### src/rtl/udma_uart_pkg.sv
// Shared constants and types for the uDMA UART RX polling engine.
package udma_uart_pkg;

  localparam logic [4:0] REG_ADDR_VALID = 5'h0C;
  localparam logic [4:0] REG_ADDR_DATA  = 5'h0D;
  localparam logic [4:0] REG_ADDR_ERROR = 5'h0A;

  typedef enum logic [2:0] {
    ST_IDLE,
    ST_WAIT,
    ST_RD_VALID,
    ST_RD_DATA,
    ST_RD_ERR,
    ST_PUSH
  } poll_state_e;

endpackage

### src/rtl/udma_uart_cfg_arb.sv
// Combinational 2:1 cfg bus mux; the host always wins, the engine gets the leftovers.
module udma_uart_cfg_arb (
  input  logic [31:0] host_cfg_data_i,
  input  logic [4:0]  host_cfg_addr_i,
  input  logic        host_cfg_valid_i,
  input  logic        host_cfg_rwn_i,
  output logic [31:0] host_cfg_data_o,
  output logic        host_cfg_ready_o,
  input  logic        eng_req,
  input  logic [4:0]  eng_addr,
  output logic        eng_grant,
  output logic [31:0] uart_cfg_data_o,
  output logic [4:0]  uart_cfg_addr_o,
  output logic        uart_cfg_valid_o,
  output logic        uart_cfg_rwn_o,
  input  logic [31:0] uart_cfg_data_i,
  input  logic        uart_cfg_ready_i
);

  always_comb begin
    if (host_cfg_valid_i) begin
      uart_cfg_data_o  = host_cfg_data_i;
      uart_cfg_addr_o  = host_cfg_addr_i;
      uart_cfg_valid_o = 1'b1;
      uart_cfg_rwn_o   = host_cfg_rwn_i;
      host_cfg_data_o  = uart_cfg_data_i;
      host_cfg_ready_o = uart_cfg_ready_i;
    end else begin
      uart_cfg_data_o  = '0;
      uart_cfg_addr_o  = eng_addr;
      uart_cfg_valid_o = eng_req;
      uart_cfg_rwn_o   = 1'b1;
      host_cfg_data_o  = '0;
      host_cfg_ready_o = 1'b0;
    end
  end

  // Engine read data is only meaningful on the cycle it actually owns the bus.
  assign eng_grant = eng_req & ~host_cfg_valid_i & uart_cfg_ready_i;

endmodule

### src/rtl/udma_uart_poll_ctrl.sv
// UART RX polling engine: polls VALID, fetches DATA (and ERROR), streams the byte out.
module udma_uart_poll_ctrl
  import udma_uart_pkg::*;
#(
  parameter int unsigned INTERVAL_W = 16,
  parameter logic [4:0]  ADDR_VALID = REG_ADDR_VALID,
  parameter logic [4:0]  ADDR_DATA  = REG_ADDR_DATA,
  parameter logic [4:0]  ADDR_ERROR = REG_ADDR_ERROR
) (
  input  logic                  clk_i,
  input  logic                  rstn_i,
  input  logic [31:0]           host_cfg_data_i,
  input  logic [4:0]            host_cfg_addr_i,
  input  logic                  host_cfg_valid_i,
  input  logic                  host_cfg_rwn_i,
  output logic [31:0]           host_cfg_data_o,
  output logic                  host_cfg_ready_o,
  output logic [31:0]           uart_cfg_data_o,
  output logic [4:0]            uart_cfg_addr_o,
  output logic                  uart_cfg_valid_o,
  output logic                  uart_cfg_rwn_o,
  input  logic [31:0]           uart_cfg_data_i,
  input  logic                  uart_cfg_ready_i,
  input  logic                  poll_en_i,
  input  logic [INTERVAL_W-1:0] poll_interval_i,
  input  logic                  err_chk_en_i,
  output logic [7:0]            rx_data_o,
  output logic [1:0]            rx_err_o,
  output logic                  rx_valid_o,
  input  logic                  rx_ready_i,
  output logic                  busy_o
);

  poll_state_e           state;
  logic [INTERVAL_W-1:0] cnt;
  logic                  eng_req;
  logic                  eng_grant;
  logic [4:0]            eng_addr;

  always_comb begin
    eng_req  = 1'b0;
    eng_addr = ADDR_VALID;
    case (state)
      ST_RD_VALID: eng_req = 1'b1;
      ST_RD_DATA:  begin eng_req = 1'b1; eng_addr = ADDR_DATA;  end
      ST_RD_ERR:   begin eng_req = 1'b1; eng_addr = ADDR_ERROR; end
      default:     ;
    endcase
  end

  udma_uart_cfg_arb u_arb (
    .host_cfg_data_i  (host_cfg_data_i),
    .host_cfg_addr_i  (host_cfg_addr_i),
    .host_cfg_valid_i (host_cfg_valid_i),
    .host_cfg_rwn_i   (host_cfg_rwn_i),
    .host_cfg_data_o  (host_cfg_data_o),
    .host_cfg_ready_o (host_cfg_ready_o),
    .eng_req          (eng_req),
    .eng_addr         (eng_addr),
    .eng_grant        (eng_grant),
    .uart_cfg_data_o  (uart_cfg_data_o),
    .uart_cfg_addr_o  (uart_cfg_addr_o),
    .uart_cfg_valid_o (uart_cfg_valid_o),
    .uart_cfg_rwn_o   (uart_cfg_rwn_o),
    .uart_cfg_data_i  (uart_cfg_data_i),
    .uart_cfg_ready_i (uart_cfg_ready_i)
  );

  always_ff @(posedge clk_i or negedge rstn_i) begin
    if (!rstn_i) begin
      state      <= ST_IDLE;
      cnt        <= '0;
      rx_valid_o <= 1'b0;
      rx_data_o  <= '0;
      rx_err_o   <= '0;
      busy_o     <= 1'b0;
    end else begin
      case (state)
        ST_IDLE: if (poll_en_i) begin
          cnt    <= poll_interval_i;
          state  <= ST_WAIT;
          busy_o <= 1'b1;
        end
        ST_WAIT: begin
          if (!poll_en_i) begin
            state  <= ST_IDLE;
            busy_o <= 1'b0;
          end else if (cnt == '0) state <= ST_RD_VALID;
          else cnt <= cnt - {{(INTERVAL_W-1){1'b0}}, 1'b1};
        end
        ST_RD_VALID: begin
          if (eng_grant) begin
            if (uart_cfg_data_i[0]) state <= ST_RD_DATA;
            else begin
              cnt   <= poll_interval_i;
              state <= ST_WAIT;
            end
          end else if (!poll_en_i) begin
            state  <= ST_IDLE;
            busy_o <= 1'b0;
          end
        end
        // From here on the byte has left the reg if, so poll_en_i no longer aborts.
        ST_RD_DATA: if (eng_grant) begin
          rx_data_o <= uart_cfg_data_i[7:0];
          if (err_chk_en_i) state <= ST_RD_ERR;
          else begin
            rx_err_o   <= '0;
            rx_valid_o <= 1'b1;
            state      <= ST_PUSH;
          end
        end
        ST_RD_ERR: if (eng_grant) begin
          rx_err_o   <= uart_cfg_data_i[1:0];
          rx_valid_o <= 1'b1;
          state      <= ST_PUSH;
        end
        ST_PUSH: if (rx_ready_i) begin
          rx_valid_o <= 1'b0;
          cnt        <= poll_interval_i;
          if (poll_en_i) state <= ST_WAIT;
          else begin
            state  <= ST_IDLE;
            busy_o <= 1'b0;
          end
        end
        default: begin
          state      <= ST_IDLE;
          rx_valid_o <= 1'b0;
          busy_o     <= 1'b0;
        end
      endcase
    end
  end

endmodule

### config.mk
export PLATFORM = sky130hd
export DESIGN_NAME = udma_uart_poll_ctrl
export DESIGN_NICKNAME = d
export VERILOG_FILES = /design/src/rtl/udma_uart_pkg.sv /design/src/rtl/udma_uart_cfg_arb.sv /design/src/rtl/udma_uart_poll_ctrl.sv
export SDC_FILE = /design/constraint.sdc
export NUM_CORES = 1
export LEC_CHECK = 0
export ABC_AREA = 1
export ABC_CLOCK_PERIOD_IN_PS = 1800
export CORE_ASPECT_RATIO = 1.1
export CORE_MARGIN = 8
export CORE_UTILIZATION = 36
export DETAILED_ROUTE_END_ITERATION = 10
export GPL_TIMING_DRIVEN = 0
export MAX_ROUTING_LAYER = met4
export PLACE_DENSITY = 0.88
export SYNTH_ARGS = -nofsm -noshare
export SYNTH_HDL_FRONTEND = slang
export SYNTH_SLANG_ARGS = --single-unit
### constraint.sdc
create_clock -name clk_i -period 1.8 [get_ports clk_i]
set_input_delay 0.27 -clock clk_i [delete_from_list [all_inputs] [get_ports clk_i]]
set_output_delay 0.27 -clock clk_i [all_outputs]
set_load 0.005 [all_outputs]
==> results of run 1 <==
-- per-layer routing --
metal  vias up  part of all wire
li1       1737                 -
met1      1478              0.35
met2       161              0.51
met3        28              0.11
met4         0             0.029
met5         -                 0
-- worst paths after layout --
kind / end / cells past startpoint
worst max register to register: cnt[0] / 11
worst min-delay path: cnt[2] / 1
worst min register to register: rx_data_o[2] / 2
worst max-delay path: host_cfg_data_o[20] / 4
min in group clk_i: rx_data_o[0] / 3
max in group asynchronous: state[1] / 1
-- report_power, final --
group | internal, mW | switching, mW
sequential | 1.02 | 0.316
clock | 0.348 | 0.283
combinational | 1.36 | 1.72
total | 2.72 | 2.32
-- cell type report --
| class | instances | area (um2) | area share |
|---|---|---|---|
| diodes | 2 | 5.00 | 0.00108 |
| plain buffers | 13 | 93.8 | 0.0202 |
| clock buffers | 7 | 96.3 | 0.0207 |
| clock inverters | 1 | 7.51 | 0.00161 |
| inverters | 96 | 365 | 0.0785 |
| multi-input cells | 328 | 1430 | 0.307 |
| flip-flops and latches | 31 | 778 | 0.167 |
| well taps | 85 | 106 | 0.0229 |
| repair buffers | 179 | 1770 | 0.381 |
-- worst max-delay path: cells and delay by family --
kind | cells | cell delay (ns)
AND/OR/NAND/NOR | 1 | 0.07
buffers and inverters | 3 | 1.11
-- stage by stage --
stage / instances / worst slack, ns / power, mW / area (um2)
5_1_grt: 742 / 0.00491 / 5.49 / 4650
4_1_cts: 740 / 0.0186 / 5.01 / 4620
2_1_floorplan: 468 / 0.377 / 3.09 / 2620
3_5_place_dp: 728 / -0.0873 / 4.26 / 4480
3_3_place_gp: 728 / -0.165 / 4.16 / 4480
6_report: 742 / 0.0816 / 5.04 / 4650
-- sequential cells by signal (all words and copies together) (netlist names) --
name / count
busy_o: 1
cnt: 16
rx_data_o: 8
rx_err_o: 2
rx_valid_o: 1
state: 3
-- placed cells by master, fill, tap and decap left out --
cell,count
sky130_fd_sc_hd__o22ai_1,1
sky130_fd_sc_hd__nand2_2,3
sky130_fd_sc_hd__nor2_1,25
sky130_fd_sc_hd__inv_1,90
sky130_fd_sc_hd__a31oi_1,1
sky130_fd_sc_hd__nand4_1,2
sky130_fd_sc_hd__nor3_1,2
sky130_fd_sc_hd__buf_6,3
sky130_fd_sc_hd__dlygate4sd2_1,4
sky130_fd_sc_hd__inv_6,1
sky130_fd_sc_hd__nand2_1,227
sky130_fd_sc_hd__dlymetal6s2s_1,2
sky130_fd_sc_hd__o21bai_1,1
sky130_fd_sc_hd__nand3b_1,1
sky130_fd_sc_hd__a21o_1,1
sky130_fd_sc_hd__xor2_1,1
sky130_fd_sc_hd__o21ai_2,2
sky130_fd_sc_hd__dfrtp_2,2
sky130_fd_sc_hd__buf_8,1
sky130_fd_sc_hd__nand2_4,2
sky130_fd_sc_hd__buf_2,5
sky130_fd_sc_hd__inv_2,5
sky130_fd_sc_hd__clkinvlp_4,1
sky130_fd_sc_hd__nand3_2,2
sky130_fd_sc_hd__nor2_4,4
sky130_fd_sc_hd__clkbuf_2,6
sky130_fd_sc_hd__or2_2,4
sky130_fd_sc_hd__buf_4,4
sky130_fd_sc_hd__diode_2,2
sky130_fd_sc_hd__clkbuf_8,7
sky130_fd_sc_hd__nor2_2,6
sky130_fd_sc_hd__nand3_1,26
sky130_fd_sc_hd__a21oi_1,2
sky130_fd_sc_hd__ha_1,2
sky130_fd_sc_hd__dfrtp_1,29
sky130_fd_sc_hd__clkdlybuf4s50_1,167
sky130_fd_sc_hd__o21ai_0,13
-- cells by family (layout without fill, tap and decap cells) --
family                   count (synthesis)  after routing  share of synthesized area
XOR/XNOR                                 1              1                    0.00334
other                                    0              2                          0
AND/OR/NAND/NOR                        304            304                      0.475
buffers and inverters                  109            296                      0.170
flip-flops                              31             31                      0.296
AO/OA/AOI/OAI                           21             21                     0.0458
adder cells (fa/ha/maj)                  2              2                    0.00954
-- repair_timing --
action	in CTS	in global routing
endpoints found under the setup margin	6	73
gates resized for setup	16	15
pin swaps	0	0
setup buffers	4	0
==> impl_metrics.env, run 1 <==
export IMPL_cts_htree_levels=2
export IMPL_maximum_fanout_count_along_the_critical_path=1
export IMPL_post_synthesis_sequential_area_ratio=0.296
export IMPL_leakagePower_nw=2.67
export IMPL_met3_usage=0.0875
export IMPL_yosysWarningCount=0
export IMPL_data_required_time_of_the_critical_path_ns=1.53
export IMPL_num_vias=3404
export IMPL_synthTopCellsByCount="sky130_fd_sc_hd__nand2_1 (228), sky130_fd_sc_hd__inv_1 (91), sky130_fd_sc_hd__dfrtp_1 (31), sky130_fd_sc_hd__nor2_1 (31), sky130_fd_sc_hd__nand3_1 (26)"
export IMPL_globalRoute_busiestLayer="met2"
export IMPL_worst_setup_path_start_kind="primary input"
export IMPL_drc=0
export IMPL_syn_num_nets=563
export IMPL_cts_max_path_buffers=2
export IMPL_crit_top_cell="sky130_fd_sc_hd__clkdlybuf4s50_1"
export IMPL_design_core_area_um2=7050
export IMPL_tritoncts_num_buffers=5
export IMPL_grt_use_met2=0.394
export IMPL_final_nets=749
export IMPL_ioPinCount=177
export IMPL_buffers_added_on_ports=175
export IMPL_fmax_ghz=0.582
export IMPL_r2r_setup_slack_ns=0.12
export IMPL_post_dp_hpwl_um=9260
export IMPL_netlist_area_before_placement_um2=2620
export IMPL_fin_hold_ws_ns=0.0315
export IMPL_startpoint="uart_cfg_data_i[20]"
export IMPL_max_vdd_ir_drop_mv=0.971
export IMPL_critical_path_endpoint_type="output port"
export IMPL_dieWidth_um=97.4
export IMPL_slowest_stage="sky130_fd_sc_hd__clkdlybuf4s50_1"
export IMPL_grt_setup_unrepaired="no"
export IMPL_syn_inst=468
export IMPL_syn_area_per_cell_um2=5.61
export IMPL_synthArstFlopShare=1.00
export IMPL_grt_pass1_wl_um=18100
export IMPL_wl_per_cell_um=15.2
export IMPL_route_antenna_remaining_nets=0
export IMPL_power_per_cell_area_nw_per_um2=1080
export IMPL_synth_area_leader_cell="sky130_fd_sc_hd__nand2_1"
export IMPL_synth_top_area_share=0.326
export IMPL_netlist_cell_type_count=31
export IMPL_area_growth_pct=77.3
export IMPL_number_of_global_route_vias_before_repair=3628
export IMPL_yosys_cell_count_top_type="sky130_fd_sc_hd__nand2_1"
export IMPL_status="finished, final reports clean"
export IMPL_drtIter0Drc=178
export IMPL_worstHoldPathType="primary input to asynchronous set/reset pin"
export IMPL_timing_final_max_slew_violations=0
export IMPL_number_of_flip_flops_and_latches_in_the_synthesized_netlist=31
export IMPL_hold_fails_final_rpt=0
export IMPL_cts_sinks=31
export IMPL_worst_path_largest_cell_delay_ns=0.54
export IMPL_worstSkewPairLatency_ns=0.29
export IMPL_clkSlewWorstSetupHoldPaths_ns=0.06
export IMPL_final_core_util=0.660
export IMPL_drtPass1Iterations=4
export IMPL_tightest_slew_ns=0.708
export IMPL_r2r_start="state[0]"
export IMPL_floorplan_initialDensity=0.372
export IMPL_min_period_over_period=0.955
export IMPL_cts_root_buf="sky130_fd_sc_hd__clkbuf_8"
export IMPL_cp_cell_sequence="clkdlybuf4s50_1 > nand2_1 > inv_1 > clkdlybuf4s50_1"
export IMPL_grt_use_total=0.224
export IMPL_cts_tree="yes"
export IMPL_maxSlewHeadroom=0.528
export IMPL_n_fill_cell=611
export IMPL_cells_taking_the_most_area_after_synthesis="sky130_fd_sc_hd__nand2_1 (33%), sky130_fd_sc_hd__dfrtp_1 (30%), sky130_fd_sc_hd__inv_1 (13%)"
export IMPL_critPathArrivalTime_ns=1.45
export IMPL_wl_um=11200
export IMPL_cts_hold_buffers_added=0
export IMPL_setup_violations=0
export IMPL_synthFlopType="sky130_fd_sc_hd__dfrtp_1"
export IMPL_grt_use_met1=0.221
export IMPL_count_of_flip_flops_with_a_built_in_enable_after_synthesis=0
export IMPL_path_class="primary input to output port"
export IMPL_dr_vias_cell=4.59
export IMPL_overflow=0
export IMPL_tns_ns=0
export IMPL_die_height_um=106
export IMPL_final_layout_size_suffix_gt1_frac=0.0885
export IMPL_finalClockSkew_ns=0.00499
export IMPL_period_needed_ns=1.72
export IMPL_final_gp_congestion=0.939
export IMPL_grt_start_max_net_pins=32
export IMPL_dieArea_um2=10300
export IMPL_grt_antenna_before_repair=2
export IMPL_drv_max_cap_violation_count=0
export IMPL_placement_rows=32
Power figures use the tool's default switching activity.
==> inputs of run 2 (changes only) <==
--- a/config.mk
+++ b/config.mk
@@ -11,6 +11,7 @@
 export CORE_MARGIN = 8
 export CORE_UTILIZATION = 36
 export DETAILED_ROUTE_END_ITERATION = 10
+export GPL_ROUTABILITY_DRIVEN = 0
 export GPL_TIMING_DRIVEN = 0
 export MAX_ROUTING_LAYER = met4
 export PLACE_DENSITY = 0.88
==> impl_metrics.env, run 2 (same netlist as run 1, synthesis figures left out) <==
export IMPL_post_dp_hpwl_um=9020
export IMPL_met3_usage=0.0712
export IMPL_cell_count_post_placement=728
export IMPL_cp_cell_sequence="clkdlybuf4s50_1 > nand2_1 > inv_1 > clkdlybuf4s50_1"
export IMPL_grt_antenna_before_repair=0
export IMPL_cts_max_path_buffers=2
export IMPL_min_period_over_period=0.954
export IMPL_path_class="primary input to output port"
export IMPL_clkSlewWorstSetupHoldPaths_ns=0.06
export IMPL_grt_pass1_wl_um=17500
export IMPL_tightest_slew_ns=0.685
export IMPL_cts_root_buf="sky130_fd_sc_hd__clkbuf_8"
export IMPL_worstSkewPairLatency_ns=0.28
export IMPL_area_growth_pct=76.8
export IMPL_final_nets=749
export IMPL_highest_count_cells_in_the_layout_ignoring_fill_and_taps="sky130_fd_sc_hd__nand2_1 (227), sky130_fd_sc_hd__clkdlybuf4s50_1 (168), sky130_fd_sc_hd__inv_1 (89)"
export IMPL_grt_use_total=0.214
export IMPL_layout_cells_non_filler=740
export IMPL_buffers_added_on_ports=175
export IMPL_dieWidth_um=97.4
export IMPL_data_required_time_of_the_critical_path_ns=1.53
export IMPL_hold_fails_final_rpt=0
export IMPL_final_common_cell="sky130_fd_sc_hd__nand2_1"
export IMPL_cts_hold_buffers_added=0
export IMPL_worst_setup_path_start_kind="primary input"
export IMPL_leakagePower_nw=2.66
export IMPL_num_vias=3437
export IMPL_grt_start_max_net_pins=32
export IMPL_wl_per_cell_um=14.7
export IMPL_final_core_util=0.658
export IMPL_timing_final_max_slew_violations=0
export IMPL_grt_setup_unrepaired="no"
export IMPL_ioPinCount=177
export IMPL_dr_vias_cell=4.64
export IMPL_maximum_fanout_count_along_the_critical_path=3
export IMPL_fmax_ghz=0.582
export IMPL_period_needed_ns=1.72
export IMPL_power_per_cell_area_nw_per_um2=1070
export IMPL_r2r_setup_slack_ns=0.16
export IMPL_maxSlewHeadroom=0.543
export IMPL_drtIter0Drc=203
export IMPL_drv_max_cap_violation_count=0
export IMPL_dieArea_um2=10300
export IMPL_slowest_stage="sky130_fd_sc_hd__clkdlybuf4s50_1"
export IMPL_drc=0
export IMPL_globalRoute_busiestLayer="met2"
export IMPL_n_fill_cell=604
export IMPL_cts_htree_levels=2
export IMPL_startpoint="uart_cfg_data_i[1]"
export IMPL_final_layout_size_suffix_gt1_frac=0.0870
export IMPL_critPathArrivalTime_ns=1.45
export IMPL_grt_use_met2=0.374
export IMPL_critical_path_endpoint_type="output port"
export IMPL_route_antenna_remaining_nets=0
export IMPL_critPathTopFamily="buffers and inverters"
export IMPL_r2r_start="state[1]"
export IMPL_design_core_area_um2=7050
export IMPL_critPathBufInv=3
export IMPL_cts_tree="yes"
export IMPL_largest_reg_flops=16
export IMPL_tns_ns=0
export IMPL_drtPass1Iterations=5
export IMPL_max_vdd_ir_drop_mv=0.924
export IMPL_worstHoldPathType="primary input to asynchronous set/reset pin"
export IMPL_grt_use_met1=0.227
export IMPL_die_height_um=106
export IMPL_setup_violations=0
export IMPL_wl_um=10900
export IMPL_worst_path_largest_cell_delay_ns=0.55
export IMPL_register_name_with_the_most_flops="cnt"
export IMPL_placement_rows=32
export IMPL_status="finished, final reports clean"
export IMPL_floorplan_initialDensity=0.372
export IMPL_reg_top3="cnt (16), rx_data_o (8), state (3)"
export IMPL_cts_sinks=31
export IMPL_diodes=0
export IMPL_tritoncts_num_buffers=5
export IMPL_finalClockSkew_ns=0.00617
export IMPL_overflow=0
export IMPL_number_of_global_route_vias_before_repair=3570
export IMPL_crit_top_cell="sky130_fd_sc_hd__clkdlybuf4s50_1"
==> run 2: path summary, 6_finish.rpt <==
check,to,depth (start not counted)
min in group clk_i,rx_data_o[0],3
hold / removal,cnt[12],1
max in group asynchronous,state[1],1
setup reg to reg,cnt[7],10
setup / recovery,host_cfg_data_o[1],4
hold reg to reg,rx_data_o[0],2
==> run 2: area by class of cell <==
class | count | area [um2] | area share
Inverter | 96 | 368 | 0.0793
Clock buffer | 7 | 96.3 | 0.0208
Buffer | 13 | 90.1 | 0.0194
Tap cell | 85 | 106 | 0.0229
Timing Repair Buffer | 179 | 1770 | 0.381
Multi-Input combinational cell | 328 | 1420 | 0.307
Sequential cell | 31 | 778 | 0.168
Clock inverter | 1 | 7.51 | 0.00162
==> run 2: power breakdown <==
group	switching (mW)	internal [mW]
Combinational	1.69	1.34
Sequential	0.314	1.02
Clock	0.259	0.347
==> run 2: through the flow <==
stage / instance area [um2] / worst slack, ns / total power [mW] / hold WS [ns]
after global routing: 4640 / 0.0134 / 5.40 / 0.0896
after floorplan: 2620 / 0.377 / 3.09 / -0.0256
after CTS: 4620 / 0.00522 / 4.93 / 0.0539
after global placement: 4480 / -0.141 / 4.14 / 0.464
after detailed placement: 4480 / -0.0831 / 4.23 / 0.355
final: 4640 / 0.0828 / 4.96 / 0.0286
==> run 2: what timing repair did <==
action,in CTS,in global routing
pin swaps,0,1
buffers inserted,3,1
resized for setup,16,14
setup endpoints to repair,9,74
==> run 2: layer usage <==
layer	share of wire	vias to the layer above	routed length [um]
li1	-	1735	-
met1	0.38	1519	4130
met2	0.50	167	5450
met3	0.10	16	1140
met4	0.016	0	178
met5	0	-	0
==> inputs of run 3 (changes only) <==
--- a/config.mk
+++ b/config.mk
@@ -15,6 +15,7 @@
 export GPL_TIMING_DRIVEN = 0
 export MAX_ROUTING_LAYER = met4
 export PLACE_DENSITY = 0.88
+export SETUP_SLACK_MARGIN = 0.3
 export SYNTH_ARGS = -nofsm -noshare
 export SYNTH_HDL_FRONTEND = slang
 export SYNTH_SLANG_ARGS = --single-unit
==> impl_metrics.env, run 3 (same netlist as run 1, synthesis figures left out) <==
export IMPL_status="finished, final reports clean"
export IMPL_num_vias=4020
export IMPL_reg_top3="cnt (16), rx_data_o (8), state (3)"
export IMPL_maxSlewHeadroom=0.531
export IMPL_finalClockSkew_ns=0.00493
export IMPL_slowest_stage="sky130_fd_sc_hd__dfrtp_2"
export IMPL_wl_um=13900
export IMPL_final_common_cell="sky130_fd_sc_hd__nand2_1"
export IMPL_max_vdd_ir_drop_mv=1.49
export IMPL_cell_count_post_placement=728
export IMPL_wl_per_cell_um=17.2
export IMPL_drtIter0Drc=267
export IMPL_worstSetupEndpoint="cnt[14]"
export IMPL_diodes=0
export IMPL_number_of_global_route_vias_before_repair=4011
export IMPL_timing_final_max_slew_violations=0
export IMPL_tns_ns=0
export IMPL_grt_start_max_net_pins=32
export IMPL_dieWidth_um=97.4
export IMPL_design_core_area_um2=7050
export IMPL_tightest_slew_ns=0.704
export IMPL_startpoint="cnt[11]"
export IMPL_floorplan_initialDensity=0.372
export IMPL_worst_path_largest_cell_delay_ns=0.44
export IMPL_cts_tree="yes"
export IMPL_grt_use_total=0.240
export IMPL_register_name_with_the_most_flops="cnt"
export IMPL_crit_top_cell="sky130_fd_sc_hd__nand2_2"
export IMPL_fmax_ghz=0.576
export IMPL_min_period_over_period=0.965
export IMPL_cts_max_path_buffers=2
export IMPL_grt_setup_unrepaired="yes"
export IMPL_data_required_time_of_the_critical_path_ns=1.98
export IMPL_dr_vias_cell=4.99
export IMPL_critical_path_cell_count=12
export IMPL_layout_cells_non_filler=805
export IMPL_grt_antenna_before_repair=0
export IMPL_cts_sinks=31
export IMPL_fin_hold_ws_ns=0.0206
export IMPL_overflow=0
export IMPL_area_growth_pct=109
export IMPL_final_core_util=0.780
export IMPL_dieArea_um2=10300
export IMPL_critical_path_endpoint_type="register"
export IMPL_post_dp_hpwl_um=9020
export IMPL_cts_hold_buffers_added=0
export IMPL_maximum_fanout_count_along_the_critical_path=5
export IMPL_critPathBufInv=3
export IMPL_power_per_cell_area_nw_per_um2=1350
export IMPL_ioPinCount=177
export IMPL_r2r_end="cnt[14]"
export IMPL_drc=0
export IMPL_worst_setup_path_start_kind="register"
export IMPL_route_antenna_remaining_nets=0
export IMPL_hold_fails_final_rpt=0
export IMPL_worstSkewPairLatency_ns=0.29
export IMPL_critPathTopFamily="simple AND/OR/NAND/NOR gates"
export IMPL_cts_htree_levels=2
export IMPL_worstHoldPathType="primary input to asynchronous set/reset pin"
export IMPL_die_height_um=106
export IMPL_tritoncts_num_buffers=5
export IMPL_critPathArrivalTime_ns=1.91
export IMPL_r2r_setup_slack_ns=0.06
export IMPL_r2r_start="cnt[11]"
export IMPL_clkSlewWorstSetupHoldPaths_ns=0.07
export IMPL_drtPass1Iterations=8
export IMPL_final_nets=814
export IMPL_buffers_added_on_ports=175
export IMPL_largest_reg_flops=16
export IMPL_n_fill_cell=493
export IMPL_final_layout_size_suffix_gt1_frac=0.269
export IMPL_grt_pass1_wl_um=19600
export IMPL_setup_violations=0
export IMPL_drv_max_cap_violation_count=0
export IMPL_placement_rows=32
export IMPL_cts_root_buf="sky130_fd_sc_hd__clkbuf_8"
export IMPL_cp_cell_sequence="nor2_2 > nand2_1 > nor2_2 > nand2_2 > nand2_2 > nand2_2 > nand2_4 > inv_6 > buf_12 > buf_16 > nand2_2 > nand2_1"
export IMPL_leakagePower_nw=3.31
export IMPL_fin_ws_ns=0.0629
export IMPL_ff2ff_path_depth=12
export IMPL_period_needed_ns=1.74
export IMPL_place_worst_setup_slack_ns=-0.0831
export IMPL_path_class="register to register"
export IMPL_highest_count_cells_in_the_layout_ignoring_fill_and_taps="sky130_fd_sc_hd__nand2_1 (191), sky130_fd_sc_hd__clkdlybuf4s50_1 (98), sky130_fd_sc_hd__inv_1 (83)"
==> run 3: cell count changes in the layout (fill, tap and decap cells not counted), sizes merged <==
cell,previous run,this run
clkbuf,13,10
clkdlybuf4s15,0,3
clkdlybuf4s50,168,98
dlygate4sd2,4,65
dlymetal6s2s,1,3
buf,13,85
==> run 3: power by group <==
group,switching (mW),internal (mW),total (mW)
Combinational,2.74,2.67,5.42
Sequential,0.326,1.03,1.35
Clock,0.282,0.348,0.630
Total,3.35,4.05,7.40
==> run 3: worst min path at each step <==
| stage | to | slack, ns | from | cells after the start |
|---|---|---|---|---|
| 2_1_floorplan | busy_o | -0.03 | rstn_i | 0 |
| 3_5_place_dp | cnt[12] | 0.36 | rstn_i | 1 |
| 5_1_grt | cnt[0] | 0.08 | rstn_i | 1 |
| 6_report | cnt[2] | 0.02 | rstn_i | 1 |
| 4_1_cts | cnt[1] | 0.05 | rstn_i | 1 |
| 3_3_place_gp | rx_data_o[5] | 0.46 | rx_data_o[5] | 2 |
==> run 3: through the flow <==
stage	power (mW)	cell area, um2
2_1_floorplan	3.09	2620
3_3_place_gp	4.14	4480
4_1_cts	5.92	4970
5_1_grt	7.79	5500
3_5_place_dp	4.23	4480
6_report	7.40	5500
==> run 3: cell type report <==
| cell class | instances | area, um2 | share of cell area |
|---|---|---|---|
| clock buffers | 7 | 96.3 | 0.0175 |
| well taps | 85 | 106 | 0.0194 |
| plain buffers | 13 | 115 | 0.0209 |
| inverters | 96 | 388 | 0.0706 |
| multi-input cells | 328 | 1720 | 0.313 |
| repair buffers | 244 | 2280 | 0.414 |
| flip-flops and latches | 31 | 785 | 0.143 |
| clock inverters | 1 | 7.51 | 0.00137 |
==> run 3: worst reg2reg max path, delay by kind of cell, from the launching register on <==
kind	cells	cell delay, ns
buffers and inverters	3	0.31
DFF	1	0.44
and+or+nand+nor	9	0.87
==> run 3: timing repair <==
| item | 4_1_cts | 5_1_grt |
|---|---|---|
| setup buffers | 40 | 27 |
| setup endpoints to repair | 93 | 40 |
| cloned | 1 | 1 |
| pin swaps | 9 | 42 |
| gates resized for setup | 144 | 94 |
==> run 3: routing by layer <==
layer | GRT usage | vias to the layer above | share of wire
li1 | - | 1869 | -
met1 | 0.238 | 1807 | 0.34
met2 | 0.434 | 273 | 0.52
met3 | 0.0771 | 71 | 0.10
met4 | 0.0780 | 0 | 0.045
met5 | - | - | 0
